`src/rtl/mem_arbiter.sv`:
```
// Arbiter sharing one memory controller between the instruction-fetch (I) and
// data (D) ports: one transaction at a time, round-robin on ties, with a watchdog.
module mem_arbiter #(
  parameter int DWIDTH = 32,
  parameter int AWIDTH = 16,
  parameter int TO_CYC = 64
) (
  input  logic              clk,
  input  logic              rst,
  input  logic              i_req,
  input  logic [AWIDTH-1:0] i_addr,
  output logic [DWIDTH-1:0] i_rdata,
  output logic              i_done,
  input  logic              d_req,
  input  logic              d_rw,
  input  logic [AWIDTH-1:0] d_addr,
  input  logic [DWIDTH-1:0] d_wdata,
  output logic [DWIDTH-1:0] d_rdata,
  output logic              d_done,
  output logic              mem_valid,
  output logic              mem_rw,
  output logic [AWIDTH-1:0] mem_addr,
  output logic [DWIDTH-1:0] mem_wdata,
  input  logic [DWIDTH-1:0] mem_rdata,
  input  logic              mem_ready,
  output logic              timeout_err
);

  localparam logic [2:0] S_IDLE  = 3'd0;
  localparam logic [2:0] S_ISSUE = 3'd1;
  localparam logic [2:0] S_GAP   = 3'd2;
  localparam logic [2:0] S_WAIT  = 3'd3;
  localparam logic [2:0] S_DONE  = 3'd4;

  localparam logic GRANT_I = 1'b0;
  localparam logic GRANT_D = 1'b1;

  localparam int              WD_W    = (TO_CYC > 1) ? $clog2(TO_CYC) : 1;
  localparam logic [WD_W-1:0] WD_LAST = WD_W'(TO_CYC - 1);
  localparam logic [DWIDTH-1:0] ABORT_DATA = DWIDTH'(32'hDEAD_BEEF);

  logic [2:0]        state_q,      state_d;
  logic              owner_q,      owner_d;
  logic              last_grant_q, last_grant_d;
  logic              mem_valid_q,  mem_valid_d;
  logic              mem_rw_q,     mem_rw_d;
  logic [AWIDTH-1:0] mem_addr_q,   mem_addr_d;
  logic [DWIDTH-1:0] mem_wdata_q,  mem_wdata_d;
  logic              i_done_q,     i_done_d;
  logic              d_done_q,     d_done_d;
  logic [DWIDTH-1:0] i_rdata_q,    i_rdata_d;
  logic [DWIDTH-1:0] d_rdata_q,    d_rdata_d;
  logic              timeout_q,    timeout_d;
  logic [WD_W-1:0]   wd_q,         wd_d;
  logic              pick_d;

  // NOTE: every signal written here gets a default first, so no path can infer a latch.
  always_comb begin
    state_d      = state_q;
    owner_d      = owner_q;
    last_grant_d = last_grant_q;
    mem_valid_d  = 1'b0;
    mem_rw_d     = mem_rw_q;
    mem_addr_d   = mem_addr_q;
    mem_wdata_d  = mem_wdata_q;
    i_done_d     = 1'b0;
    d_done_d     = 1'b0;
    i_rdata_d    = i_rdata_q;
    d_rdata_d    = d_rdata_q;
    timeout_d    = timeout_q;
    wd_d         = wd_q;
    pick_d       = GRANT_I;

    case (state_q)
      S_IDLE: begin
        if (i_req || d_req) begin
          // D wins when alone, or on a tie when I held the last grant.
          pick_d      = d_req && (!i_req || (last_grant_q == GRANT_I));
          owner_d     = pick_d;
          mem_rw_d    = (pick_d == GRANT_D) ? d_rw    : 1'b1;
          mem_addr_d  = (pick_d == GRANT_D) ? d_addr  : i_addr;
          mem_wdata_d = (pick_d == GRANT_D) ? d_wdata : '0;
          mem_valid_d = 1'b1;
          state_d     = S_ISSUE;
        end
      end

      S_ISSUE: state_d = S_GAP;

      // The controller only drops Ready the cycle after Valid, so Ready is ignored here.
      S_GAP: begin
        wd_d    = '0;
        state_d = S_WAIT;
      end

      S_WAIT: begin
        if (mem_ready) begin
          if (mem_rw_q) begin
            if (owner_q == GRANT_D) d_rdata_d = mem_rdata;
            else                    i_rdata_d = mem_rdata;
          end
          i_done_d = (owner_q == GRANT_I);
          d_done_d = (owner_q == GRANT_D);
          state_d  = S_DONE;
        end else if (wd_q == WD_LAST) begin
          timeout_d = 1'b1;
          if (mem_rw_q) begin
            if (owner_q == GRANT_D) d_rdata_d = ABORT_DATA;
            else                    i_rdata_d = ABORT_DATA;
          end
          i_done_d = (owner_q == GRANT_I);
          d_done_d = (owner_q == GRANT_D);
          state_d  = S_DONE;
        end else begin
          wd_d = wd_q + WD_W'(1);
        end
      end

      S_DONE: begin
        last_grant_d = owner_q;
        state_d      = S_IDLE;
      end

      default: state_d = S_IDLE;
    endcase
  end

  // NOTE: sequential state uses non-blocking assignments so every register sees pre-edge values.
  always_ff @(posedge clk or posedge rst) begin
    if (rst) begin
      state_q      <= S_IDLE;
      owner_q      <= GRANT_I;
      last_grant_q <= GRANT_I;
      mem_valid_q  <= 1'b0;
      mem_rw_q     <= 1'b1;
      mem_addr_q   <= '0;
      mem_wdata_q  <= '0;
      i_done_q     <= 1'b0;
      d_done_q     <= 1'b0;
      i_rdata_q    <= '0;
      d_rdata_q    <= '0;
      timeout_q    <= 1'b0;
      wd_q         <= '0;
    end else begin
      state_q      <= state_d;
      owner_q      <= owner_d;
      last_grant_q <= last_grant_d;
      mem_valid_q  <= mem_valid_d;
      mem_rw_q     <= mem_rw_d;
      mem_addr_q   <= mem_addr_d;
      mem_wdata_q  <= mem_wdata_d;
      i_done_q     <= i_done_d;
      d_done_q     <= d_done_d;
      i_rdata_q    <= i_rdata_d;
      d_rdata_q    <= d_rdata_d;
      timeout_q    <= timeout_d;
      wd_q         <= wd_d;
    end
  end

  assign mem_valid   = mem_valid_q;
  assign mem_rw      = mem_rw_q;
  assign mem_addr    = mem_addr_q;
  assign mem_wdata   = mem_wdata_q;
  assign i_done      = i_done_q;
  assign d_done      = d_done_q;
  assign i_rdata     = i_rdata_q;
  assign d_rdata     = d_rdata_q;
  assign timeout_err = timeout_q;

endmodule

```
`config.mk`:
```
export PLATFORM = sky130hd
export DESIGN_NAME = mem_arbiter
export DESIGN_NICKNAME = d
export VERILOG_FILES = /design/src/rtl/mem_arbiter.sv
export SDC_FILE = /design/constraint.sdc
export NUM_CORES = 1
export LEC_CHECK = 0
export ABC_AREA = 1
export BUFFER_PORTS_ARGS = -buffer_cell sky130_fd_sc_hd__clkbuf_2
export CORE_ASPECT_RATIO = 0.6
export CORE_MARGIN = 2
export CORE_UTILIZATION = 44
export DETAILED_ROUTE_END_ITERATION = 6
export PLACE_DENSITY = 0.76
export RECOVER_POWER = 100
export SLEW_MARGIN = 30
export SYNTH_ARGS = -nofsm -noshare
export SYNTH_HDL_FRONTEND = slang
export SYNTH_SLANG_ARGS = --single-unit
```
`constraint.sdc`:
```
create_clock -name clk -period 4.5 [get_ports clk]
set_clock_uncertainty 0.1 [all_clocks]
set_input_delay 0.9 -clock clk [delete_from_list [all_inputs] [get_ports clk]]
set_output_delay 0.9 -clock clk [all_outputs]
set_load 0.02 [all_outputs]
```
# == After elaboration in Yosys (flattened, before gate mapping) ==
# Cells that the tools add are included.
# word_totals
register_bits,128
out_inout_bits,117
elab_cells,69
inputBits,102
# classes
n_addsub,1
n_bitwise,3
reduce_logical,13
n_mux,30
n_eq_ne,9
# ops
cell,count
$mux 32,13
$mux 16,1
$mux 6,2
$pmux 3 s4,1
$pmux 6 s2,1
$mux 1,9
$mux 3,3
$reduce_and 4->1,2
$add 6x1->6 const B,1
$eq 3x2->1 const B,2
$eq 6x6->1 const B,1
$ne 2x2->1 const B,3
$reduce_and 3->1,2
$reduce_and 2->1,2
$reduce_bool 2->1,2
$eq 3x1->1 const B,1
$eq 3x3->1 const B,1
$logic_not 3->1,1
$ne 3x3->1 const B,1
$not 1->1,3
$logic_or 1x1->1,2
$logic_and 1x1->1,1
$logic_not 1->1,1

# == Logic depth before layout (Yosys ltp) ==
# Gate-level depths: netlist of the first run.
# logic_depth
depth_word,4
mapped_depth,9
depth_no_buf,8

# == Worst setup path before layout of the first run ==
# Ideal clock, no wire load.
# synth_timing
path_type,input -> register
startpoint,input mem_ready
endpoint,"register i_rdata_q[0], in the netlist i_rdata[0]"
path_buffers,2
required_ns,4.334
setup_ns,0.066
stages,7
setup_slack_ns,2.519
arrival_time_ns,1.816
cell_sequence,buf_2 inv_1 o21ai_1 nand4_1 clkbuf_1 nand2_1 nand2_1
# synth_via
elab_chain_len,2
word_cells_on_any_way,3
classes_between,mux: 1; reduce/logical: 2
# synth_lines
item,line_no,rtl
from (decl),25,"input logic mem_ready,"
$reduce_bool 2->1 (no line),n/a,
$reduce_and 4->1 (no line),n/a,
to (signal assigned),154,i_rdata_q <= i_rdata_d;
to (decl),51,"logic [DWIDTH-1:0] i_rdata_q, i_rdata_d;"
# Parallel ways exist; a longest one is shown, timed or not.
# A chain may end at the register's enable or synchronous reset.

# == Final worst setup path of the first run ==
# layout_timing
startpoint,input i_req
endpoint,"register mem_addr_q[3], in the netlist mem_addr[3]"
# layout_via
elab_chain_len,4
word_cells_on_any_way,6
classes_between,mux: 1; reduce/logical: 5
# layout_lines
item,line_no,rtl
from (decl),10,"input logic i_req,"
$logic_not 1->1,78,pick_d = d_req && (!i_req || (last_grant_q == GRANT_I));
$logic_or 1x1->1,78,
$logic_and 1x1->1,78,
$mux 16,81,mem_addr_d = (pick_d == GRANT_D) ? d_addr : i_addr;
to (signal assigned),150,mem_addr_q <= mem_addr_d;
to (decl),47,"logic [AWIDTH-1:0] mem_addr_q, mem_addr_d;"
# Parallel ways exist; a longest one is shown, timed or not.

==> results of run 1 <==
-- worst reg2reg max path: cells and delay by family, from the launching register on --
kind	cells	cell delay (ns)
buffers and inverters	3	2.32
AND/OR/NAND/NOR	2	0.50
flip-flops	1	0.35
-- cell usage in the layout (no fill, tap or decap), drive strengths merged, types with 5 or more instances in the layout --
cell type / count
dfrtp: 127
nor2: 31
nand4: 68
o21ai: 37
nand2: 271
clkinv: 6
inv: 20
bufinv: 5
or2: 24
clkbuf: 244
-- layout make-up --
type / count / area, µm² / share of cell area, %
clock buffers: 19 / 453 / 6.31
flip-flops and latches: 128 / 3200 / 44.7
clock inverters: 13 / 209 / 2.91
multi-input cells: 446 / 2000 / 27.9
inverters: 22 / 83.8 / 1.17
well taps: 165 / 206 / 2.88
repair buffers: 229 / 1010 / 14.1
-- synth_stat cells --
library cell	n
nor2_1	29
buf_6	5
inv_1	20
clkbuf_1	18
buf_4	1
xor2_1	2
nor3_1	1
nand3_2	2
a31oi_1	1
o22a_1	1
nand3_1	2
xnor2_1	1
inv_2	1
dfstp_2	1
or2_2	24
nor2_4	1
o21ai_1	8
nand4_1	68
dfrtp_1	127
a22oi_1	1
a21oi_1	2
buf_2	15
nand2_1	271
nor2_2	1
o21ai_0	29
ha_1	1
buf_1	3
clkinv_1	1
a31o_2	1
-- layer usage --
layer | vias to the layer above | part of all wire, % | GRT usage, %
li1 | 2491 | - | -
met2 | 209 | 45 | 35.7
met5 | - | 0 | 0
met3 | 13 | 6.8 | 5.81
met4 | 0 | 1.1 | 6.59
met1 | 2436 | 47 | 35.0
-- flip-flops by register name, summed over array words and instances, names as in the netlist --
register,flops
i_done,1
mem_valid,1
mem_wdata,32
timeout_err,1
wd_q,6
state_q,3
mem_addr,16
i_rdata,32
d_done,1
owner_q,1
d_rdata,32
mem_rw,1
last_grant_q,1
-- worst max-delay path by stage --
stage | slack [ns] | cells after the start | to
final | 1.01 | 8 | mem_addr[3]
after global routing | 0.77 | 9 | mem_wdata[30]
after CTS | 1.88 | 9 | mem_wdata[26]
after global placement | 1.62 | 9 | mem_wdata[16]
after detailed placement | 1.50 | 9 | mem_wdata[30]
after floorplan | 0.09 | 1 | d_done
-- where the power goes --
| group | leakage, nW | switching (mW) | internal [mW] |
|---|---|---|---|
| Sequential | 1.63 | 0.320 | 1.64 |
| Combinational | 1.82 | 1.54 | 0.531 |
| Clock | 0.316 | 0.509 | 1.01 |
-- cell families after synthesis --
logic type,share of synthesized area (%)
and+or+nand+nor,31.8
DFF,58.0
buffers and inverters,5.44
AOI/OAI and AO/OA,4.10
xor gates and xnor gates,0.476
adders and majority gates,0.226
==> metrics.md, run 1 <==
| Metric | Value |
|---|---|
| Core area | `12100 µm²` |
| Layout Utilization | `59.1%` |
| Antenna violations before repair | `0` |
| Leakage | `3.76 nW` |
| Post-Place Cells | `990` |
| CP max FO | `40` |
| Crit. Startpoint | `i_req` |
| Fin nets | `947` |
| Pin count of the biggest net entering global routing | `70` |
| Fin cells | `1022` |
| H-tree Lvls | `4` |
| Post-route ant nets | `0` |
| Post-CTS Setup Bufs | `0` |
| Endpoints failing hold | `0` |
| FP Rows | `31` |
| DR DRC count | `0` |
| Syn nets | `741` |
| Fmax achieved | `287 MHz` |
| Total grt overflow | `0` |
| Post-DP HPWL | `10700 µm` |
| Outcome | `complete, but fails checks` |
| CTS resizes | `0` |
| 1st-iter DRT viols | `314` |
| CP Class | `primary input to register` |
| Reg clk slew, reported paths | `0.06 ns` |
| Synth area leader | `dfrtp_1` |
| Via/cell ratio | `5.04` |
| Gpl congestion | `0.828` |
| Failing checks | `capacitance limit, slew limit` |
| Top post-synthesis cells by area | `dfrtp_1 58%, nand2_1 18%, nand4_1 7.7%` |
| Critical path required time | `4.71 ns` |
| Worst path cell trace | `clkbuf_2 -> nor2_1 -> nor3_1 -> clkbuf_1 -> inv_1 -> clkbuf_1 -> nand2_1 -> o21ai_0` |
| Power per Cell Area | `774 nW/µm²` |
| Setup-failing EPs final | `0` |
| VDD IR max | `0.401 mV` |
| Setup TNS | `0 ns` |
| Count of different cell masters after synthesis | `29` |
| Slowest-stage cell, CP | `clkbuf_1` |
| Critical Path Source Type | `primary input` |
| Initial core utilization | `45.5%` |
| WP buf/inv | `4` |
| Hold wc startpoint | `mem_wdata[25]` |
| # IOs | `219` |
| Worst R2R Path Depth | `5` |
| Yosys Warn Count | `0` |
| Diodes inserted | `0` |
| Skew-Pair Late Insertion Delay | `0.40 ns` |
| CTS tree | `built` |
| Via count | `5149` |
| Pwr Total | `5.55 mW` |
| Share of the synthesized area in the top cell type | `57.5%` |
| Buffers on Ports | `218` |
| Sink Count | `128` |
| Die width | `149 µm` |
| Capture point of the worst reg-to-reg path | `i_rdata[1]` |
| Die area | `13500 µm²` |
| Final Max Tran Viols | `206` |
| Relative slew slack | `-78.2%` |
| Max Root-Sink Buffers | `2` |
| Placement Setup Slack | `1.50 ns` |
| Avg Cell Area, Syn | `8.66 µm²` |
| Hold-critical path depth | `2` |
| RR Startpoint | `owner_q` |
| DRT Wirelength | `15800 µm` |
| First-pass GRT wire length | `25500 µm` |
| Fin crit share | `77.5%` |
| Post-Syn Area | `5520 µm²` |
| Tot GR Track Use | `24.0%` |
| Worst-Margin Slew | `2.66 ns` |
| Register area share after synthesis | `58.0%` |
| Setup WS post-layout | `1.01 ns` |
| Avg WL per Cell | `15.5 µm` |
| Fin Hold WS | `0.365 ns` |
| Hold buffers post-CTS | `0` |
| Flop2flop setup slack | `1.13 ns` |
| Area added between synthesis and finish | `29.9%` |
| Die height | `90.8 µm` |
| MaxCap Viol Count | `5` |
| Filler cells | `1176` |
| Layout Cell Area excl Fill | `7170 µm²` |
| Mapped Cells | `638` |
| Yosys reg bits | `128` |
| Share of cells above drive strength 1 | `19.3%` |
| Critical path capture point type | `register` |
| Worst Hold Endpoint | `mem_wdata[25]` |
| Root buffer cell | `clkbuf_16` |
| Largest delay share family, worst path | `buffers and inverters` |
| Min Tclk post-route | `3.49 ns` |
| Dpl cell area | `6710 µm²` |
| Hold Crit Class | `register to register` |
| WP data arrival | `3.70 ns` |
| CP dominant cell by count | `clkbuf_1` |
| RSZ-0062 raised after global routing | `no` |
| TritonCTS Buffers | `17` |
| Vias in the first global route | `4931` |
| First-pass DRT Iterations | `5` |
| CP max stage delay | `1.32 ns` |
No activity file was read; power rests on OpenSTA's default activity.
==> inputs of run 2 (changes only) <==
CORE_UTILIZATION = 49   (was 44)
PLACE_DENSITY = 0.81   (was 0.76)
clock period = 3.6 ns   (was 4.5 ns; I/O delays follow)
==> run 2 against run 1 <==
Net effect:
- the flow now finishes without violations
- total power rose by 25%
- die area decreased by 9.8%
- sequential power rose by 23%
- count of clock-buffer cells in the layout increased by 1
- worst setup slack gained 0.089 ns
- final area rose by 0.37%
- via count decreased by 0.58%
- cell count down 2.3%
- critical path type is now register to register
- largest power group unchanged
==> metrics.md, run 2 (synthesis gave the netlist of run 1 again) <==
| Metric | Value |
|---|---|
| Reg clk slew, reported paths | `0.06 ns (about the same)` |
| Area added between synthesis and finish | `30.4% (was 29.9%)` |
| Sw Ratio | `42.3% (was 42.6%)` |
| Critical Path Source Type | `register (was primary input)` |
| DRT Wirelength | `15400 µm (was 15800 µm)` |
| Cell internal pwr | `4.02 mW (was 3.19 mW)` |
| VDD IR max | `0.517 mV (was 0.401 mV)` |
| Root buffer cell | `clkbuf_16 (unchanged)` |
| Share of cells above drive strength 1 | `20.2% (was 19.3%)` |
| Min Tclk post-route | `2.50 ns` |
| Total grt overflow | `0 (unchanged)` |
| WP data arrival | `2.74 ns (was 3.70 ns)` |
| Post-CTS Setup Bufs | `0 (unchanged)` |
| Hold buffers post-CTS | `0 (unchanged)` |
| Largest delay share family, worst path | `buffers and inverters (unchanged)` |
| RSZ-0062 raised after global routing | `no (unchanged)` |
| Vias in the first global route | `5029 (was 4931)` |
| Hold Crit Class | `primary input to asynchronous set/reset pin (was register to register)` |
| Fin nets | `950 (was 947)` |
| Diodes inserted | `0 (unchanged)` |
| Via/cell ratio | `5.12 (was 5.04)` |
| Initial core utilization | `51.3% (was 45.5%)` |
| Die width | `141 µm (was 149 µm)` |
| Skew-Pair Late Insertion Delay | `0.40 ns (about the same)` |
| H-tree Lvls | `4 (unchanged)` |
| First-pass GRT wire length | `25300 µm (was 25500 µm)` |
| Setup-failing EPs final | `0 (unchanged)` |
| Setup TNS | `0 ns (unchanged)` |
| Worst path cell trace | `nor2_1 -> inv_1 -> nor2_1 -> nand2_1 -> inv_1 -> clkbuf_1 -> nand2_1 -> nand2_1 (was clkbuf_2 -> nor2_1 -> nor3_1 -> clkbuf_1 -> inv_1 -> clkbuf_1 -> nand2_1 -> o21ai_0)` |
| Avg WL per Cell | `15.4 µm (was 15.5 µm)` |
| Buffers on Ports | `218 (unchanged)` |
| Power per Cell Area | `967 nW/µm² (was 774 nW/µm²)` |
| Pwr Total | `6.97 mW (was 5.55 mW)` |
| First-pass DRT Iterations | `5 (unchanged)` |
| Max Root-Sink Buffers | `2 (unchanged)` |
| Gpl congestion | `0.828 (about the same)` |
| Outcome | `completed (was complete, but fails checks)` |
| Relative slew slack | `3.77% (was -78.2%)` |
| TritonCTS Buffers | `17 (unchanged)` |
| Post-DP HPWL | `10600 µm (was 10700 µm)` |
| WP buf/inv | `3 (was 4)` |
| Pin count of the biggest net entering global routing | `68 (was 70)` |
| Final Max Tran Viols | `0 (was 206)` |
| Tot GR Track Use | `26.4% (was 24.0%)` |
| Filler cells | `931 (was 1176)` |
| CP max stage delay | `1.05 ns (was 1.32 ns)` |
| Core area | `10800 µm² (was 12100 µm²)` |
| Most frequent cells in the layout | `271 x nand2_1, 127 x dfrtp_1, 120 x clkbuf_1 (was 271 x nand2_1, 127 x dfrtp_1, 124 x clkbuf_1)` |
| Clock Power Share | `27.6% (was 27.4%)` |
| Combinational share of power | `37.6% (was 37.3%)` |
| CP dominant cell by count | `nand2_1 (was clkbuf_1)` |
| CTS resizes | `0 (unchanged)` |
| DR DRC count | `0 (unchanged)` |
| Endpoints failing hold | `0 (unchanged)` |
| Leakage | `3.80 nW (was 3.76 nW)` |
| Critical path required time | `3.84 ns (was 4.71 ns)` |
| Die area | `12200 µm² (was 13500 µm²)` |
| Fmax achieved | `400 MHz` |
| Worst-Margin Slew | `1.44 ns (was 2.66 ns)` |
| Critical path capture point type | `register (unchanged)` |
| Antenna violations before repair | `0 (unchanged)` |
| Sink Count | `128 (unchanged)` |
| CTS tree | `built (unchanged)` |
| # IOs | `219 (unchanged)` |
| Via count | `5119 (was 5149)` |
| Fin crit share | `69.4%` |
| Switching Power | `2.95 mW (was 2.37 mW)` |
| Post-route ant nets | `0 (unchanged)` |
| CP Class | `register to register (was primary input to register)` |
| 1st-iter DRT viols | `287 (was 314)` |
| CP max FO | `32 (was 40)` |
| Sequential Power Share | `34.8% (was 35.3%)` |
| MaxCap Viol Count | `0 (was 5)` |
| Critical path depth in cells | `8 (unchanged)` |
| FP Rows | `29 (was 31)` |
| Leading cell type in the layout, fill and taps excluded | `nand2_1 (unchanged)` |
| Fin Hold WS | `0.271 ns (was 0.365 ns)` |
| Die height | `86.2 µm (was 90.8 µm)` |
| Slowest-stage cell, CP | `clkbuf_1 (unchanged)` |
| Worst R2R Path Depth | `8 (was 5)` |
## run 2: cell types whose count changed in the layout (fill, tap and decap cells not counted), sizes merged
cell and delta:
clkinv -2, clkinvlp +1, clkbuf -4, buf +8
## run 2: metal layers
layer | global-route usage [%] | vias to the layer above | wire length (µm)
met5 | 0 | - | 0
met4 | 8.91 | 0 | 267
met3 | 5.64 | 22 | 975
met2 | 40.1 | 209 | 6970
met1 | 38.4 | 2401 | 7210
li1 | - | 2487 | -
## run 2: worst reg2reg max path: stages (launching register included)
cell      delay, ns
dfrtp_1        0.42
nor2_1         0.17
inv_1          0.09
nor2_1         0.14
nand2_1        0.12
inv_1          0.07
clkbuf_1       1.05
nand2_1        0.16
nand2_1        0.13
## run 2: power groups by stage
stage | sequential, mW | combinational, mW | clock [mW]
2_1_floorplan | 3.07 | 1.14 | 0
3_3_place_gp | 2.43 | 2.71 | 0
3_5_place_dp | 2.42 | 2.78 | 0
4_1_cts | 2.42 | 2.78 | 1.96
5_1_grt | 2.49 | 2.88 | 2.04
6_report | 2.42 | 2.62 | 1.93
## run 2: through the flow
step	utilization [%]	instance area [µm²]	cells	setup WS (ns)
global route	66.8	7200	999	0.881
global placement	62.2	6700	967	1.23
floorplan	-	5530	638	1.20
CTS	68.4	7370	999	1.43
finish	66.8	7200	999	1.10
detailed placement	62.2	6700	967	1.13
## run 2: layout make-up
type / instances / area [µm²] / area share [%]
Clock buffer: 20 / 467 / 6.48
Clock inverter: 12 / 206 / 2.87
Inverter: 22 / 83.8 / 1.16
Multi-Input combinational cell: 446 / 2010 / 27.9
Sequential cell: 128 / 3200 / 44.5
Tap cell: 139 / 174 / 2.42
Timing Repair Buffer: 232 / 1050 / 14.6
## run 2: path summary, 6_finish.rpt
path                                from            end  slack (ns)
max                           state_q[0]  mem_wdata[14]        1.10
max in group asynchronous            rst         mem_rw        2.23
min                                  rst  mem_wdata[18]        0.27
max reg2reg                   state_q[0]  mem_wdata[14]        1.10
min reg2reg                mem_wdata[29]  mem_wdata[29]        0.37
min in group clk           mem_wdata[29]  mem_wdata[29]        0.37
